### src/rtl/exunit_br_q_pkg.sv
// Shared constants for the branch unit: RV32 widths and branch compare encodings.
package exunit_br_q_pkg;

  localparam int RV32_DATA_W = 32;
  localparam int RV32_PC_W   = 32;
  localparam int RV32_TAG_W  = 6;
  localparam int ALU_OP_SEL  = 3;

  // funct3-style encodings; 3'b010 and 3'b011 are unused and resolve not-taken
  typedef enum logic [ALU_OP_SEL-1:0] {
    BR_BEQ  = 3'b000,
    BR_BNE  = 3'b001,
    BR_BLT  = 3'b100,
    BR_BGE  = 3'b101,
    BR_BLTU = 3'b110,
    BR_BGEU = 3'b111
  } br_op_e;

endpackage

### src/rtl/exunit_br_q_br_resolve.sv
// Combinational branch resolver: compare, target generation and prediction check.
module br_resolve
  import exunit_br_q_pkg::*;
#(
  parameter int DATA_W = RV32_DATA_W,
  parameter int PC_W   = RV32_PC_W
) (
  input  logic                  is_jal_i,
  input  logic                  is_jalr_i,
  input  logic [ALU_OP_SEL-1:0] alu_op_sel_i,
  input  logic [DATA_W-1:0]     rs1_i,
  input  logic [DATA_W-1:0]     rs2_i,
  input  logic [DATA_W-1:0]     imm_i,
  input  logic [PC_W-1:0]       pc_i,
  input  logic [PC_W-1:0]       pred_jmpaddr_i,
  output logic [PC_W-1:0]       pc_plus4_o,
  output logic [PC_W-1:0]       jmpaddr_o,
  output logic                  jmpcond_o,
  output logic                  prsucc_o
);

  logic            cmp_taken;
  logic [PC_W-1:0] jalr_sum;
  logic [PC_W-1:0] target;

  always_comb begin
    cmp_taken = 1'b0;
    case (alu_op_sel_i)
      BR_BEQ:  cmp_taken = (rs1_i == rs2_i);
      BR_BNE:  cmp_taken = (rs1_i != rs2_i);
      BR_BLT:  cmp_taken = ($signed(rs1_i) <  $signed(rs2_i));
      BR_BGE:  cmp_taken = ($signed(rs1_i) >= $signed(rs2_i));
      BR_BLTU: cmp_taken = (rs1_i <  rs2_i);
      BR_BGEU: cmp_taken = (rs1_i >= rs2_i);
      default: cmp_taken = 1'b0;
    endcase
  end

  assign jalr_sum   = rs1_i[PC_W-1:0] + imm_i[PC_W-1:0];
  assign target     = is_jalr_i ? {jalr_sum[PC_W-1:1], 1'b0} : (pc_i + imm_i[PC_W-1:0]);
  assign pc_plus4_o = pc_i + PC_W'(4);
  assign jmpcond_o  = is_jal_i | is_jalr_i | cmp_taken;
  assign jmpaddr_o  = jmpcond_o ? target : pc_plus4_o;
  assign prsucc_o   = (jmpaddr_o == pred_jmpaddr_i);

endmodule

### src/rtl/exunit_br_q.sv
// Branch execution unit: one-cycle resolve feeding a DEPTH-entry flushable result queue.
module exunit_br_q
  import exunit_br_q_pkg::*;
#(
  parameter int DATA_W = RV32_DATA_W,
  parameter int PC_W   = RV32_PC_W,
  parameter int TAG_W  = RV32_TAG_W,
  parameter int DEPTH  = 4
) (
  input  logic                  clk,
  input  logic                  rst,
  output logic                  o_accessable,
  input  logic                  i_is_vld,
  input  logic                  i_is_jal,
  input  logic                  i_is_jalr,
  input  logic [ALU_OP_SEL-1:0] i_alu_op_sel,
  input  logic [DATA_W-1:0]     i_rs1,
  input  logic [DATA_W-1:0]     i_rs2,
  input  logic [DATA_W-1:0]     i_imm,
  input  logic [PC_W-1:0]       i_pc,
  input  logic [PC_W-1:0]       i_pred_jmpaddr,
  input  logic [TAG_W-1:0]      i_tag,
  input  logic                  i_flush,
  output logic                  o_exfin_vld,
  input  logic                  i_exfin_rdy,
  output logic [TAG_W-1:0]      o_exfin_tag,
  output logic                  o_exfin_jal_jalr,
  output logic [DATA_W-1:0]     o_exfin_jal_jalr_res,
  output logic [PC_W-1:0]       o_exfin_jmpaddr,
  output logic                  o_exfin_jmpcond,
  output logic                  o_exfin_prsucc,
  output logic                  o_exfin_prmiss
);

  localparam int          AW      = $clog2(DEPTH);
  localparam logic [AW:0] DEPTH_C = (AW+1)'(DEPTH);

  typedef struct packed {
    logic [TAG_W-1:0]  tag;
    logic              jal_jalr;
    logic [DATA_W-1:0] res;
    logic [PC_W-1:0]   jmpaddr;
    logic              jmpcond;
    logic              prsucc;
  } entry_t;

  entry_t          mem_q [DEPTH];
  logic [AW-1:0]   wr_ptr_q, wr_ptr_d;
  logic [AW-1:0]   rd_ptr_q, rd_ptr_d;
  logic [AW:0]     count_q, count_d;
  logic            push, pop;
  logic [PC_W-1:0] rs_pc_plus4, rs_jmpaddr;
  logic            rs_jmpcond, rs_prsucc;
  entry_t          new_entry, head;

  br_resolve #(.DATA_W(DATA_W), .PC_W(PC_W)) u_resolve (
    .is_jal_i       (i_is_jal),
    .is_jalr_i      (i_is_jalr),
    .alu_op_sel_i   (i_alu_op_sel),
    .rs1_i          (i_rs1),
    .rs2_i          (i_rs2),
    .imm_i          (i_imm),
    .pc_i           (i_pc),
    .pred_jmpaddr_i (i_pred_jmpaddr),
    .pc_plus4_o     (rs_pc_plus4),
    .jmpaddr_o      (rs_jmpaddr),
    .jmpcond_o      (rs_jmpcond),
    .prsucc_o       (rs_prsucc)
  );

  // Status comes only from registered count, so no rdy -> accessable path exists
  assign o_accessable = (count_q < DEPTH_C);
  assign o_exfin_vld  = (count_q != '0);
  assign push         = i_is_vld && o_accessable && !i_flush;
  assign pop          = o_exfin_vld && i_exfin_rdy;

  assign new_entry = '{tag:      i_tag,
                       jal_jalr: i_is_jal | i_is_jalr,
                       res:      DATA_W'(rs_pc_plus4),
                       jmpaddr:  rs_jmpaddr,
                       jmpcond:  rs_jmpcond,
                       prsucc:   rs_prsucc};

  assign head = o_exfin_vld ? mem_q[rd_ptr_q] : '0;

  assign o_exfin_tag          = head.tag;
  assign o_exfin_jal_jalr     = head.jal_jalr;
  assign o_exfin_jal_jalr_res = head.res;
  assign o_exfin_jmpaddr      = head.jmpaddr;
  assign o_exfin_jmpcond      = head.jmpcond;
  assign o_exfin_prsucc       = head.prsucc;
  assign o_exfin_prmiss       = o_exfin_vld & ~head.prsucc;

  always_comb begin
    wr_ptr_d = wr_ptr_q;
    rd_ptr_d = rd_ptr_q;
    count_d  = count_q;
    if (i_flush) begin
      wr_ptr_d = '0;
      rd_ptr_d = '0;
      count_d  = '0;
    end else begin
      if (push) wr_ptr_d = wr_ptr_q + AW'(1);
      if (pop)  rd_ptr_d = rd_ptr_q + AW'(1);
      case ({push, pop})
        2'b10:   count_d = count_q + (AW+1)'(1);
        2'b01:   count_d = count_q - (AW+1)'(1);
        default: count_d = count_q;
      endcase
    end
  end

  always_ff @(posedge clk) begin
    if (rst) begin
      wr_ptr_q <= '0;
      rd_ptr_q <= '0;
      count_q  <= '0;
    end else begin
      wr_ptr_q <= wr_ptr_d;
      rd_ptr_q <= rd_ptr_d;
      count_q  <= count_d;
    end
  end

  // Writes never target the head slot while it is valid, so the head is stable under backpressure
  always_ff @(posedge clk) begin
    if (push) mem_q[wr_ptr_q] <= new_entry;
  end

  always_ff @(posedge clk) begin
    if (!rst) assert (!(i_is_vld && !i_flush && !o_accessable));
  end

endmodule

### config.mk
export PLATFORM = sky130hd
export DESIGN_NAME = exunit_br_q
export DESIGN_NICKNAME = d
export VERILOG_FILES = /design/src/rtl/exunit_br_q_pkg.sv /design/src/rtl/exunit_br_q_br_resolve.sv /design/src/rtl/exunit_br_q.sv
export SDC_FILE = /design/constraint.sdc
export NUM_CORES = 1
export LEC_CHECK = 0
export CAP_MARGIN = 20
export CORE_MARGIN = 10
export CORE_UTILIZATION = 55
export CTS_BUF_LIST = sky130_fd_sc_hd__clkbuf_16
export DETAILED_ROUTE_END_ITERATION = 12
export PLACE_DENSITY = 0.88
export SYNTH_ARGS = -nofsm -noshare
export SYNTH_HDL_FRONTEND = slang
export SYNTH_HIERARCHICAL = 1
export SYNTH_SLANG_ARGS = --single-unit
### constraint.sdc
create_clock -name clk -period 4.38 [get_ports clk]
set_clock_uncertainty 0.1 [all_clocks]
set_input_delay 0.438 -clock clk [delete_from_list [all_inputs] [get_ports clk]]
set_output_delay 0.438 -clock clk [all_outputs]
set_load 0.05 [all_outputs]
==> results.sh, run 1 <==
export IMPL_outcome="complete, no violations"
export IMPL_syn2layout_area_growth_pct=28.3
export IMPL_number_of_global_route_vias_before_repair=14900
export IMPL_detailroute_via_count=14700
export IMPL_clock_power_share_pct=29.3
export IMPL_sequential_fraction_of_the_synthesis_area_pct=49.2
export IMPL_die_height_um=202
export IMPL_leakagePower_nw=8.69
export IMPL_wl_per_cell_um=24.4
export IMPL_power_per_cell_area_nw_per_um2=317
export IMPL_pwr_share_seq_pct=44.7
export IMPL_max_slew_margin_vs_limit_pct=23.1
export IMPL_global_route_overflow_total=0
export IMPL_grt_start_max_net_pins=78
export IMPL_final_hold_violation_count=0
export IMPL_synth_area_leaders="edfxtp_1 48%, mux4_2 9.0%, ha_1 6.8%, a21oi_1 2.8%, nor2b_1 2.8%"
export IMPL_internal_power_mw=5.29
export IMPL_pins_over_their_slew_limit=0
export IMPL_fraction_of_power_spent_switching_nets_pct=28.5
export IMPL_timing_worst_slew_pin_value_ns=1.15
export IMPL_synthDominantCellAreaShare_pct=48.2
export IMPL_htree_levels=1
export IMPL_num_rows=66
export IMPL_place_gp_congestion=0.970
export IMPL_core_area_um2=32600
export IMPL_pwr_share_comb_pct=26.0
export IMPL_initial_antenna_violation_count=6
export IMPL_nNetsFinal=2205
export IMPL_ys_warn_count=6
export IMPL_max_clock_buf_depth=3
export IMPL_post_place_ws_ns=-0.315
export IMPL_fin_worst_hold_slack_ns=0.415
export IMPL_min_delay_path_class="reg2reg"
export IMPL_die_w_um=202
export IMPL_die_area_um2=40700
export IMPL_synth_seq_cells=301
export IMPL_synth_fp_nets=1791
export IMPL_crit_path_max_fanout=4
export IMPL_critPathCaptureType="flop"
export IMPL_detail_route_vias_per_cell=6.17
export IMPL_clock_sinks=301
export IMPL_initial_core_util_pct=55.8
export IMPL_clk_insertion_delay_late_ns=0.52
export IMPL_overall_fraction_of_global_route_tracks_in_use_pct=27.2
export IMPL_detailroute_wirelength_met3_um=5560
export IMPL_count_of_flip_flops_with_a_built_in_enable_after_synthesis=292
export IMPL_drt_total_wl_um=58400
export IMPL_grt_first_pass_wirelength_um=86700
export IMPL_cts_buffer_count=26
export IMPL_critical_path_startpoint_type="input port"
export IMPL_period_needed_ns=4.24
export IMPL_setup_viol=0
export IMPL_top_layer_reached_by_signal_wires="met5"
export IMPL_async_reset_ff_share_pct=0
export IMPL_synth_area_per_cell_um2=12.0
export IMPL_post_cts_buffers=0
export IMPL_dominantRegCellSynth="edfxtp_1"
export IMPL_antenna_violating_nets_post_route=0
export IMPL_dr_wl_met2_um=28600
export IMPL_path_cells="clkdlybuf4s50_1, ha_1, nand3_1, or3_1, buf_4, nor4_1, buf_4, and3_1, xor3_1, a2111oi_2, nand4_1, o31a_1, a211o_1, nor4_2, nand4_1, nor3_4"
export IMPL_detailed_place_hpwl_um=42900
export IMPL_slowest_cell_on_the_critical_path="clkdlybuf4s50_1"
export IMPL_synth_largest_area_cell="edfxtp_1"
export IMPL_drc=0
export IMPL_drt_pass1_iterations=5
export IMPL_data_arrival_critical_path_ns=4.48
export IMPL_timing_critical_path_max_delay_family="simple AND/OR/NAND/NOR gates"
export IMPL_cts_root_buf="clkbuf_16"
export IMPL_power_switching_mw=2.11
export IMPL_layout_drive_gt1_share_pct=18.3
export IMPL_clk_pin_slew_worst_paths_ns=0.07
export IMPL_io_pins=252
export IMPL_timing_worst_setup_path_type="in2reg"
export IMPL_setup_ws_ns=0.139
export IMPL_required_ns=4.62
export IMPL_synth_distinct_cells=96
export IMPL_m1WireLength_um=22300
export IMPL_critPathBufInv=3
export IMPL_drt_iter0_drc=1428
export IMPL_achievable_frequency_mhz=236
export IMPL_period_share_pct=96.8
export IMPL_numPortBuffers=251
export IMPL_synth_area_um2=18200
export IMPL_post_synth_inst_count=1513
export IMPL_critical_path_max_stage_delay_ns=0.54
export IMPL_tritoncts="built"
export IMPL_drv_cap=0
export IMPL_maximum_vdd_ir_drop_v=0.000358
[cells in the mapped netlist (4+ instances only)]
master	instances
nand2b_1	12
or2_2	4
edfxtp_1	292
mux4_2	73
buf_6	12
ha_1	99
clkbuf_1	38
buf_4	4
xnor2_1	54
nor4_1	9
and3_1	14
nand4_1	23
o2111ai_1	6
a211o_1	10
a31oi_1	15
nor3_1	23
nor2b_1	80
o21bai_1	6
nor3b_1	6
nand3_1	28
buf_2	12
o211ai_1	12
a21oi_1	103
mux2i_1	17
nor2_1	97
o22ai_1	5
xor2_1	38
inv_1	81
a22oi_1	4
mux2_2	5
nand2_1	96
and2b_1	4
a211oi_1	19
a21o_1	27
and2_1	16
dfxtp_1	9
o21ai_0	61
or3_1	9
[final cells by class]
type                            count  area [um2]
Clock buffer                       28         701
Fill cell                        2190        9290
Multi-Input combinational cell   1062        8600
Sequential cell                   301        8960
Clock inverter                     19        96.3
Inverter                           83         314
Antenna cell                        2        5.00
Timing Repair Buffer              453        4110
Tap cell                          442         553
[flip-flops by register name, summed over array words and instances (netlist names), named ones only]
signal and count:
rd_ptr_q 2, mem_q 292, count_q 3, wr_ptr_q 2
[placed cells by master (no fill, tap or decap), types with 10 or more instances in the layout]
master,synthesis,final
edfxtp_1,292,292
clkdlybuf4s50_1,0,250
buf_4,4,196
a21oi_1,103,103
ha_1,99,99
nor2_1,97,97
nand2_1,96,96
inv_1,81,88
nor2b_1,80,80
mux4_2,73,73
o21ai_0,61,61
xnor2_1,54,54
xor2_1,38,38
clkbuf_16,0,28
nand3_1,28,28
a21o_1,27,27
nand4_1,23,23
nor3_1,23,23
mux2i_1,17,17
a211oi_1,19,17
a31oi_1,15,15
and3_1,14,14
and2_1,16,12
nand2b_1,12,12
o211ai_1,12,12
a211o_1,10,10
[per-stage QoR]
step	total power [mW]	area (um2)	TNS (ns)	utilization [%]	cells
final	7.39	23300	0	71.5	2390
after global routing	7.65	23300	-0.251	71.5	2389
after CTS	7.35	23200	0	71.2	2386
after detailed placement	5.22	22400	-1.46	68.8	2339
after global placement	5.16	22400	-1.04	68.8	2339
after floorplan	4.37	18200	0	-	1513
[per-layer routing]
metal	up-vias	GRT usage [%]
met5	-	0
met2	891	46.6
met1	7136	34.3
li1	6583	-
met4	8	8.21
met3	127	4.93
[worst reg2reg max path: stages (launching register included)]
cell and delay [ns]:
dfxtp_1 0.39, nor3b_2 0.56, and2_4 0.96
[timing repair]
action                                  in CTS  in global routing
resized for setup                            0                  8
hold buffers                                 0                  0
endpoints found under the setup margin       0                  4
[power groups by stage]
stage | registers, mW | clock network (mW) | logic (mW)
2_1_floorplan | 3.35 | 0 | 1.02
3_3_place_gp | 3.35 | 0 | 1.81
3_5_place_dp | 3.36 | 0 | 1.86
4_1_cts | 3.30 | 2.17 | 1.88
5_1_grt | 3.30 | 2.30 | 2.04
6_report | 3.30 | 2.17 | 1.92
[final timing paths]
| path | from | end | slack, ns | depth (start not counted) |
|---|---|---|---|---|
| setup / recovery | i_pc[3] | mem_q[2][0] | 0.14 | 16 |
| hold / removal | rd_ptr_q[1] | flop | 0.41 | 2 |
| setup reg to reg | count_q[2] | mem_q[0][49] | 1.87 | 2 |
| hold reg to reg | rd_ptr_q[1] | flop | 0.41 | 2 |
[cells by family (layout without fill, tap and decap cells)]
logic type / count (synthesis) / count (layout) / share of synthesized area [%]
AO/OA/AOI/OAI: 327 / 327 / 11.9
XOR/XNOR: 94 / 94 / 4.68
adder cells (fa/ha/maj): 102 / 102 / 7.14
buffers and inverters: 150 / 583 / 3.78
flip-flops: 301 / 301 / 49.2
multiplexers: 98 / 98 / 10.5
other: 0 / 2 / 0
AND/OR/NAND/NOR: 441 / 441 / 12.8
Power figures use the tool's default switching activity.
==> run 2, diff against run 1 <==
- HOLD_SLACK_MARGIN: unset -> 0.06
==> results of run 2 <==
The final DEF is identical to that of run 1; final timing and power are the same.
==> run 3, diff against run 2 <==
- CORE_UTILIZATION: 55 -> 51
- PLACE_DENSITY: 0.88 -> 0.86
- SLEW_MARGIN: unset -> 5
- clock period: 4.38 -> 3.6 ns (I/O delays scaled with it)
==> run 3 against run 2 <==
  * The run now ends with negative setup slack left
  * Combinational power grew 42%
  * Die area grew 7.1%
  * Count of clock-buffer cells in the layout shrank 1
==> results.sh, run 3 (same netlist as run 1, synthesis figures left out) <==
export IMPL_outcome="complete, but fails checks"
export IMPL_violations_in_the_final_reports="negative setup slack"
export IMPL_drt_pass1_iterations=5
export IMPL_fin_worst_hold_slack_ns=0.325
export IMPL_wl_per_cell_um=22.7
export IMPL_drv_cap=0
export IMPL_die_area_um2=43600
export IMPL_path_cells="dlygate4sd2_1, ha_4, nand4_1, nor2_2, nand3_2, o211a_4, a211o_1, o211a_4, buf_12, inv_6, buf_4, nor2_1, a31oi_1, xor2_1, nor4_1, nand4_1, nor3_4"
export IMPL_regToRegStartpoint="count_q[2]"
export IMPL_drc=0
export IMPL_multiInputGateArea_um2=9650
export IMPL_clock_sinks=301
export IMPL_leakagePower_nw=9.87
export IMPL_mostFrequentLayoutCell="buf_4"
export IMPL_detailed_place_hpwl_um=43500
export IMPL_top_regs="mem_q (292), count_q (3)"
export IMPL_final_hold_violation_count=0
export IMPL_tritoncts="built"
export IMPL_registers_top_by_ff_count="mem_q"
export IMPL_worst_hold_path_endpoint="mem_q[0][34]"
export IMPL_crit_path_max_fanout=19
export IMPL_post_place_ws_ns=-1.02
export IMPL_detailroute_via_count=15400
export IMPL_setup_ws_ns=-0.270
export IMPL_cts_root_buf="clkbuf_16"
export IMPL_fillerInstances=2328
export IMPL_place_gp_congestion=0.989
export IMPL_num_rows=69
export IMPL_critical_path_startpoint_type="input port"
export IMPL_detail_route_vias_per_cell=5.90
export IMPL_cts_buffer_count=26
export IMPL_numPortBuffers=251
export IMPL_max_clock_buf_depth=3
export IMPL_initial_core_util_pct=51.4
export IMPL_grt_setup_unrepaired="true"
export IMPL_drt_iter0_drc=1186
export IMPL_slowest_cell_on_the_critical_path="nor4_1"
export IMPL_min_path_cells=2
export IMPL_layout_cells_most_common_list="382 x buf_4, 292 x edfxtp_1, 147 x clkdlybuf4s50_1, 94 x nand2_1, 90 x nor2_1"
export IMPL_maximum_vdd_ir_drop_v=0.000356
export IMPL_worst_r2r_setup_slack_ns=1.35
export IMPL_achievable_frequency_mhz=258
export IMPL_seq_area_um2=8960
export IMPL_critical_path_max_stage_delay_ns=0.34
export IMPL_io_pins=252
export IMPL_grt_start_max_net_pins=78
export IMPL_critPathCaptureType="flop"
export IMPL_drt_total_wl_um=59200
export IMPL_power_total_mw=9.46
export IMPL_data_arrival_critical_path_ns=4.10
export IMPL_grt_first_pass_wirelength_um=90500
export IMPL_max_slew_margin_vs_limit_pct=61.4
export IMPL_required_ns=3.83
export IMPL_clk_pin_slew_worst_paths_ns=0.07
export IMPL_totalNegativeSetupSlack_ns=-1.06
export IMPL_timing_worst_setup_path_type="in2reg"
export IMPL_antenna_violating_nets_post_route=0
export IMPL_syn2layout_area_growth_pct=42.1
export IMPL_worstRegToRegCells=3
export IMPL_period_needed_ns=3.87
export IMPL_die_w_um=209
export IMPL_overall_fraction_of_global_route_tracks_in_use_pct=26.1
export IMPL_nNetsFinal=2404
export IMPL_min_delay_path_class="in2reg"
export IMPL_power_per_cell_area_nw_per_um2=366
export IMPL_timing_worst_slew_pin_value_ns=0.563
export IMPL_period_share_pct=108
export IMPL_pins_over_their_slew_limit=0
export IMPL_largest_register_ff_count=292
export IMPL_number_of_global_route_vias_before_repair=16100
export IMPL_initial_antenna_violation_count=7
export IMPL_clk_insertion_delay_late_ns=0.53
export IMPL_htree_levels=1
export IMPL_r2r_end="mem_q[2][48]"
export IMPL_global_route_overflow_total=0
export IMPL_layout_drive_gt1_share_pct=34.3
export IMPL_holdCritStartpoint="i_pc[0]"
export IMPL_die_height_um=209
export IMPL_core_area_um2=35400
export IMPL_setup_viol=4
run 3: cell types whose count changed in the layout (fill, tap and decap cells not counted), moves of 15 or more:
cell and change:
buf_4 +186, clkdlybuf4s50_1 -103, dlygate4sd2_1 +58, ha_1 -47
ha_4 +46, inv_1 -24, buf_2 +23, inv_2 +21
a21oi_1 -15
run 3: cell type report:
type	count	share of cell area (%)
Timing Repair Buffer	651	21.2
Multi-Input combinational cell	1062	37.3
Timing Repair inverter	1	0.0291
Tap cell	461	2.23
Inverter	83	1.23
Clock inverter	21	0.620
Clock buffer	27	2.61
Sequential cell	301	34.7
Antenna cell	4	0.0387
run 3: worst max-delay path, delay by kind of cell:
kind                       cells  cell delay, ns
adders and majority gates      1            0.28
xor gates and xnor gates       1            0.14
buffers and inverters          4            0.76
AOI/OAI and AO/OA              4            1.07
and+or+nand+nor                7            1.48
run 3: metal layers:
layer  share of wire, %  wire length (um)  global-route usage (%)
met1                 39             23400                    32.3
met2                 49             29000                    44.6
met3                7.7              4540                    4.38
met4                3.8              2270                    10.2
met5              0.062                37                       0
run 3: worst max path at each step:
stage	from	endpoint	slack, ns	depth (start not counted)
floorplan	i_rs2[5]	mem_q[0][0]	0.007	17
global placement	i_pc[2]	mem_q[0][0]	-0.92	14
detailed placement	i_rs2[5]	mem_q[1][0]	-1.02	17
CTS	i_rs2[21]	mem_q[1][0]	0.000004	17
global route	i_rs1[16]	mem_q[1][0]	-0.38	18
finish	i_rs1[11]	mem_q[1][0]	-0.27	17
run 3: power by group:
part | switching, mW | total (mW) | internal (mW) | leakage (nW)
sequential | 0.0227 | 4.01 | 3.99 | 2.72
combinational | 1.43 | 2.72 | 1.29 | 6.72
clock | 1.22 | 2.73 | 1.52 | 0.429
total | 2.67 | 9.46 | 6.80 | 9.87
run 3: what timing repair did:
| action | 4_1_cts | 5_1_grt |
|---|---|---|
| hold buffers | 0 | 0 |
| endpoints found under the setup margin | 20 | 16 |
| pin swaps | 94 | 26 |
| gates cloned | 1 | 0 |
| setup buffers | 27 | 8 |
| gates resized for setup | 384 | 25 |
run 3: per-stage QoR:
stage,instances,utilization [%],cell area [um2]
detailed placement,2525,67.2,23800
global route,2609,73.0,25800
global placement,2525,67.2,23800
finish,2611,73.0,25800
CTS,2600,72.5,25700
floorplan,1513,-,18200
